## src/rtl/cla_pkg.sv

```systemverilog
// rtl/cla_pkg.sv - shared constants and width check for the carry-lookahead adder
package cla_pkg;

    localparam int BLOCK_W = 4;

    function automatic bit width_ok(input int n);
        return (n % BLOCK_W == 0) && (n >= 4) && (n <= 64);
    endfunction

endpackage

```

## src/rtl/cla_32bit_adder_if.sv

```systemverilog
// rtl/cla_32bit_adder_if.sv - operand/result bundle for the registered CLA adder
interface cla_32bit_adder_if #(
    parameter int N = 32
);
    logic [N-1:0] A;
    logic [N-1:0] B;
    logic         c_in;
    logic [N-1:0] S;
    logic         c_out;

    modport master (
        output A,
        output B,
        output c_in,
        input  S,
        input  c_out
    );

    modport slave (
        input  A,
        input  B,
        input  c_in,
        output S,
        output c_out
    );
endinterface

```

## src/rtl/cla_4bit.sv

```systemverilog
// rtl/cla_4bit.sv - 4-bit lookahead block producing sum plus group generate/propagate
module cla_4bit (
    input  logic [3:0] a,
    input  logic [3:0] b,
    input  logic       cin,
    output logic [3:0] s,
    output logic       G,
    output logic       P
);
    logic [3:0] g;
    logic [3:0] p;
    logic [3:0] c;

    assign g = a & b;
    assign p = a ^ b;

    // Internal carries are flat sum-of-products, no ripple inside the block.
    assign c[0] = cin;
    assign c[1] = g[0] | (p[0] & cin);
    assign c[2] = g[1] | (p[1] & g[0]) | (p[1] & p[0] & cin);
    assign c[3] = g[2] | (p[2] & g[1]) | (p[2] & p[1] & g[0]) | (p[2] & p[1] & p[0] & cin);

    assign s = p ^ c;
    assign G = g[3] | (p[3] & g[2]) | (p[3] & p[2] & g[1]) | (p[3] & p[2] & p[1] & g[0]);
    assign P = &p;
endmodule

```

## src/rtl/cla_32bit_adder.sv

```systemverilog
// rtl/cla_32bit_adder.sv - registered N-bit adder: 4-bit CLA blocks plus a prefix block-carry network
module cla_32bit_adder
    import cla_pkg::*;
#(
    parameter int N = 32
) (
    input  logic                 clk,
    input  logic                 rst,
    cla_32bit_adder_if.slave     bus
);
    localparam int NB = N / BLOCK_W;

    generate
        if (!width_ok(N)) begin : g_bad_width
            $fatal(1, "cla_32bit_adder: N must be a multiple of 4 in 4..64");
        end
    endgenerate

    logic [NB-1:0] blk_g;
    logic [NB-1:0] blk_p;
    logic [NB:0]   blk_carry;
    logic [N-1:0]  sum_d;
    logic [N-1:0]  sum_q;
    logic          c_out_d;
    logic          c_out_q;

    genvar k;
    generate
        for (k = 0; k < NB; k++) begin : g_blk
            cla_4bit u_blk (
                .a   (bus.A[k*BLOCK_W +: BLOCK_W]),
                .b   (bus.B[k*BLOCK_W +: BLOCK_W]),
                .cin (blk_carry[k]),
                .s   (sum_d[k*BLOCK_W +: BLOCK_W]),
                .G   (blk_g[k]),
                .P   (blk_p[k])
            );
        end
    endgenerate

    // Kogge-Stone prefix over (G,P) with c_in folded into block 0: log2(NB) levels.
    always_comb begin
        logic [NB-1:0] g_t;
        logic [NB-1:0] p_t;
        logic [NB-1:0] g_n;
        logic [NB-1:0] p_n;
        g_t    = blk_g;
        p_t    = blk_p;
        g_t[0] = blk_g[0] | (blk_p[0] & bus.c_in);
        for (int d = 1; d < NB; d = d * 2) begin
            g_n = g_t;
            p_n = p_t;
            for (int i = d; i < NB; i++) begin
                g_n[i] = g_t[i] | (p_t[i] & g_t[i-d]);
                p_n[i] = p_t[i] & p_t[i-d];
            end
            g_t = g_n;
            p_t = p_n;
        end
        blk_carry = {g_t, bus.c_in};
    end

    assign c_out_d = blk_carry[NB];

    always_ff @(posedge clk) begin
        if (rst) begin
            sum_q   <= '0;
            c_out_q <= 1'b0;
        end else begin
            sum_q   <= sum_d;
            c_out_q <= c_out_d;
        end
    end

    assign bus.S     = sum_q;
    assign bus.c_out = c_out_q;
endmodule

```

## src/flat_wrapper.sv

```systemverilog
// flat-port wrapper written by rule: the top's interface ports become plain ports
module cla_32bit_adder_flat import cla_pkg::*;
#(
    parameter int N = 32
)
  (clk, rst, bus_A, bus_B, bus_c_in, bus_S, bus_c_out);
  cla_32bit_adder_if #(.N(N)) bus_i ();
  input  logic clk;
  input  logic rst;
  input wire logic [$bits(bus_i.A)-1:0] bus_A;
  input wire logic [$bits(bus_i.B)-1:0] bus_B;
  input wire logic [$bits(bus_i.c_in)-1:0] bus_c_in;
  output wire logic [$bits(bus_i.S)-1:0] bus_S;
  output wire logic [$bits(bus_i.c_out)-1:0] bus_c_out;
  assign bus_i.A = bus_A;
  assign bus_i.B = bus_B;
  assign bus_i.c_in = bus_c_in;
  assign bus_S = bus_i.S;
  assign bus_c_out = bus_i.c_out;
  cla_32bit_adder #(.N(N)) u_core (.clk(clk), .rst(rst), .bus(bus_i));
endmodule
```

## config.mk

```make
export PLATFORM = sky130hd
export DESIGN_NAME = cla_32bit_adder_flat
export DESIGN_NICKNAME = d
export VERILOG_FILES = /design/src/rtl/cla_pkg.sv /design/src/rtl/cla_32bit_adder_if.sv /design/src/rtl/cla_4bit.sv /design/src/rtl/cla_32bit_adder.sv /design/src/flat_wrapper.sv
export SDC_FILE = /design/constraint.sdc
export NUM_CORES = 1
export LEC_CHECK = 0
export ABC_AREA = 1
export BUFFER_PORTS_ARGS = -buffer_cell sky130_fd_sc_hd__buf_4
export CAP_MARGIN = 5
export CORE_ASPECT_RATIO = 0.8
export CORE_UTILIZATION = 37
export CTS_CLUSTER_DIAMETER = 30
export DETAILED_ROUTE_END_ITERATION = 10
export PLACE_DENSITY = 0.73
export SKIP_LAST_GASP = 1
export SYNTH_ARGS = -nofsm -noshare
export SYNTH_HDL_FRONTEND = slang
export SYNTH_SLANG_ARGS = --single-unit
```

## constraint.sdc

```tcl
create_clock -name clk -period 2.2 [get_ports clk]
set_input_delay 0.55 -clock clk [delete_from_list [all_inputs] [get_ports clk]]
set_output_delay 0.55 -clock clk [all_outputs]
set_load 0.02 [all_outputs]
```

==> results.py <==
metrics = {
    "cells_and_area": {
        "layout-drive-gt1-share_pct": 36.5,
        "area_growth_pct": 49.6,
        "final_area_sq_um": 3710,
        "num-nets-final": 585,
        "antenna_cells": 0,
    },
    "detailed_routing": {
        "remaining_drc_errors": 0,
        "final_antenna_net_count": 0,
        "drt_pre_antenna_iters": 5,
        "drtIter0Drc": 67,
        "vias": 2527,
        "via_per_inst": 4.49,
        "wl_per_cell_um": 11.1,
        "wl_um": 6270,
    },
    "synthesis": {
        "avgSynthCellArea_sq_um": 7.35,
        "ys_ff_latch": 33,
        "syn-instance-count": 338,
        "ys_warn_count": 0,
        "yosysTopAreaCell": "dfxtp_1",
        "synth.most_common_cell": "nand2_1",
        "synth_cell_types": 32,
        "synth-edff-count": 0,
        "synth_async_sr_flop_share_pct": 0,
        "ys.flop_type": "dfxtp_1",
        "syn_nets": 445,
        "synth.area.top_cells": "dfxtp_1 (27%), ha_1 (16%), nand2_1 (11%)",
        "synth_top_area_share_pct": 26.6,
        "synth-seq-area-share_pct": 26.6,
        "synthTopCellsByCount": "nand2_1 (72), inv_1 (57), nor2_1 (45)",
        "synth.cell_area_sq_um": 2480,
    },
    "global_route": {
        "antenna_found_initial": 0,
        "gr-usage-all-layers_pct": 18.1,
        "grt_pass1_wl_um": 9980,
        "grt_max_degree": 24,
        "grt_pass1_vias": 2391,
        "globalRouteOverflowTotal": 0,
    },
    "power_and_ir_drop": {
        "comb_power_share_pct": 43.4,
        "clkPwrFrac_pct": 22.3,
        "seq_power_share_pct": 34.4,
        "power.internal_mw": 1.32,
        "p_sw_share_pct": 35.2,
        "ir_drop_mv": 0.283,
        "power_density_nw_per_um2": 547,
        "switchingPower_mw": 0.716,
        "p_leak_nw": 2.09,
    },
    "floorplan": {
        "die_h_um": 75.3,
        "initial_core_util_pct": 38.6,
        "rows": 26,
        "die_w_um": 93.6,
        "dieArea_sq_um": 7050,
        "io_pins": 100,
        "coreArea_sq_um": 6440,
    },
    "min_path": {
        "min_path_type": "in -> reg",
    },
    "sta": {
        "period_needed_ns": 2.08,
        "slew_headroom_pct": 68.7,
        "clock.fmax_mhz": 481,
        "tightest_slew_ns": 0.469,
        "fin_crit_sh_pct": 94.5,
        "maxSlewViolCount": 0,
        "tns_ns": 0,
        "rsz0062_at_grt": "true",
        "hold_viol_final": 0,
        "setup_violations": 0,
    },
    "setup_path": {
        "criticalPathCategory": "in -> reg",
        "critPathLaunchType": "input port",
        "endpoint_kind": "register",
        "critPathMaxFanout": 4,
        "critPathArrivalTime_ns": 2.25,
        "crit_required_ns": 2.37,
    },
    "clock_network": {
        "htree_levels": 2,
        "clk_pin_slew_ns": 0.07,
        "cts_root_buf": "clkbuf_8",
        "cts.sinks": 33,
        "cts_tree": "done",
        "post_cts_buffers": 0,
        "cts_buffers": 5,
        "cts_max_path_buffers": 2,
    },
    "run": {
        "max_cap_viol_count": 0,
    },
    "place": {
        "place_congestion": 0.808,
        "io_buffer_count": 99,
        "detailed_place_hpwl_um": 5270,
        "placed_area_sq_um": 3610,
    },
    "status": {
        "status": "completed",
    },
}
kinds of logic (layout without fill, tap and decap cells):
group	after synthesis	count (layout)	synth area share [%]
fa+ha+maj	40	40	22.6
compound gates	47	47	10.6
flops	33	33	26.6
simple gates	150	150	28.2
buf+inv	61	202	9.62
xor+xnor	7	7	2.47
power by group through the flow:
| stage | Sequential, mW | Clock (mW) | Combinational (mW) |
|---|---|---|---|
| 2_1_floorplan | 0.806 | 0 | 0.386 |
| 3_3_place_gp | 0.712 | 0 | 0.856 |
| 3_5_place_dp | 0.712 | 0 | 0.878 |
| 4_1_cts | 0.699 | 0.473 | 0.883 |
| 5_1_grt | 0.703 | 0.498 | 0.980 |
| 6_report | 0.698 | 0.453 | 0.881 |
cells in the final DEF (no fill, tap or decap), drive strengths merged:
master,netlist,layout
nand3,7,7
o21ai,5,5
a21o,1,1
ha,32,32
inv,58,58
nand3b,1,1
nor3,2,2
buf,0,136
clkbuf,3,5
fa,8,8
and2,1,1
o21bai,3,3
clkinvlp,0,1
xnor2,5,5
clkinv,0,2
a31oi,5,5
dfxtp,33,33
a21oi,31,31
nand2,86,86
nand4,3,3
xor2,2,2
nor2,49,49
a21boi,1,1
and3,1,1
o311a,1,1
through the flow:
stage          setup WS (ns)  util, %  instances  total power, mW  hold WS (ns)
6_report               0.121     57.7        563             2.03         0.605
5_1_grt             -0.00246     57.7        563             2.18         0.617
4_1_cts                0.113     57.3        563             2.06         0.601
3_5_place_dp          -0.192     56.0        555             1.59         0.900
3_3_place_gp          -0.151     56.0        555             1.57         0.902
2_1_floorplan        0.00774        -        338             1.19         0.700
state kept, by name, indices dropped and copies added (netlist names):
name and flops:
u_core.bus.S 32, u_core.bus.c_out 1
layer usage:
metal	routed length, um	GRT usage [%]	up-vias
li1	-	-	1341
met1	2850	22.8	1121
met2	3080	31.9	60
met3	297	4.04	5
met4	35	4.27	0
met5	0	0	-
critical path: stages:
cell and delay (ns):
buf_4 0.11, ha_1 0.34, nand2_1 0.09, nand2_1 0.07, nand2_1 0.06, nand2_1 0.07, nand2_1 0.07, nand2_1 0.07
a21oi_2 0.17, nand2_4 0.07, fa_1 0.37, xnor2_1 0.16, nor2_1 0.05
cell type report:
class / instances / area [sq um]
inverters: 58 / 218
clock inverters: 3 / 17.5
repair buffers: 136 / 1020
flip-flops and latches: 33 / 661
clock buffers: 5 / 68.8
well taps: 84 / 105
fillers: 626 / 2730
multi-input cells: 244 / 1620
path summary, 6_finish.rpt:
check | start | end | slack [ns] | cells past startpoint
max | bus_B[13] | u_core.bus.S[29] | 0.12 | 13
min | rst | u_core.bus.S[0] | 0.61 | 2
repair_timing:
item,in CTS,in global routing
endpoints found under the hold margin,0,0
setup endpoints to repair,0,4
resized for setup,0,4
hold buffers,0,0
(Power assumes the default switching activity.)
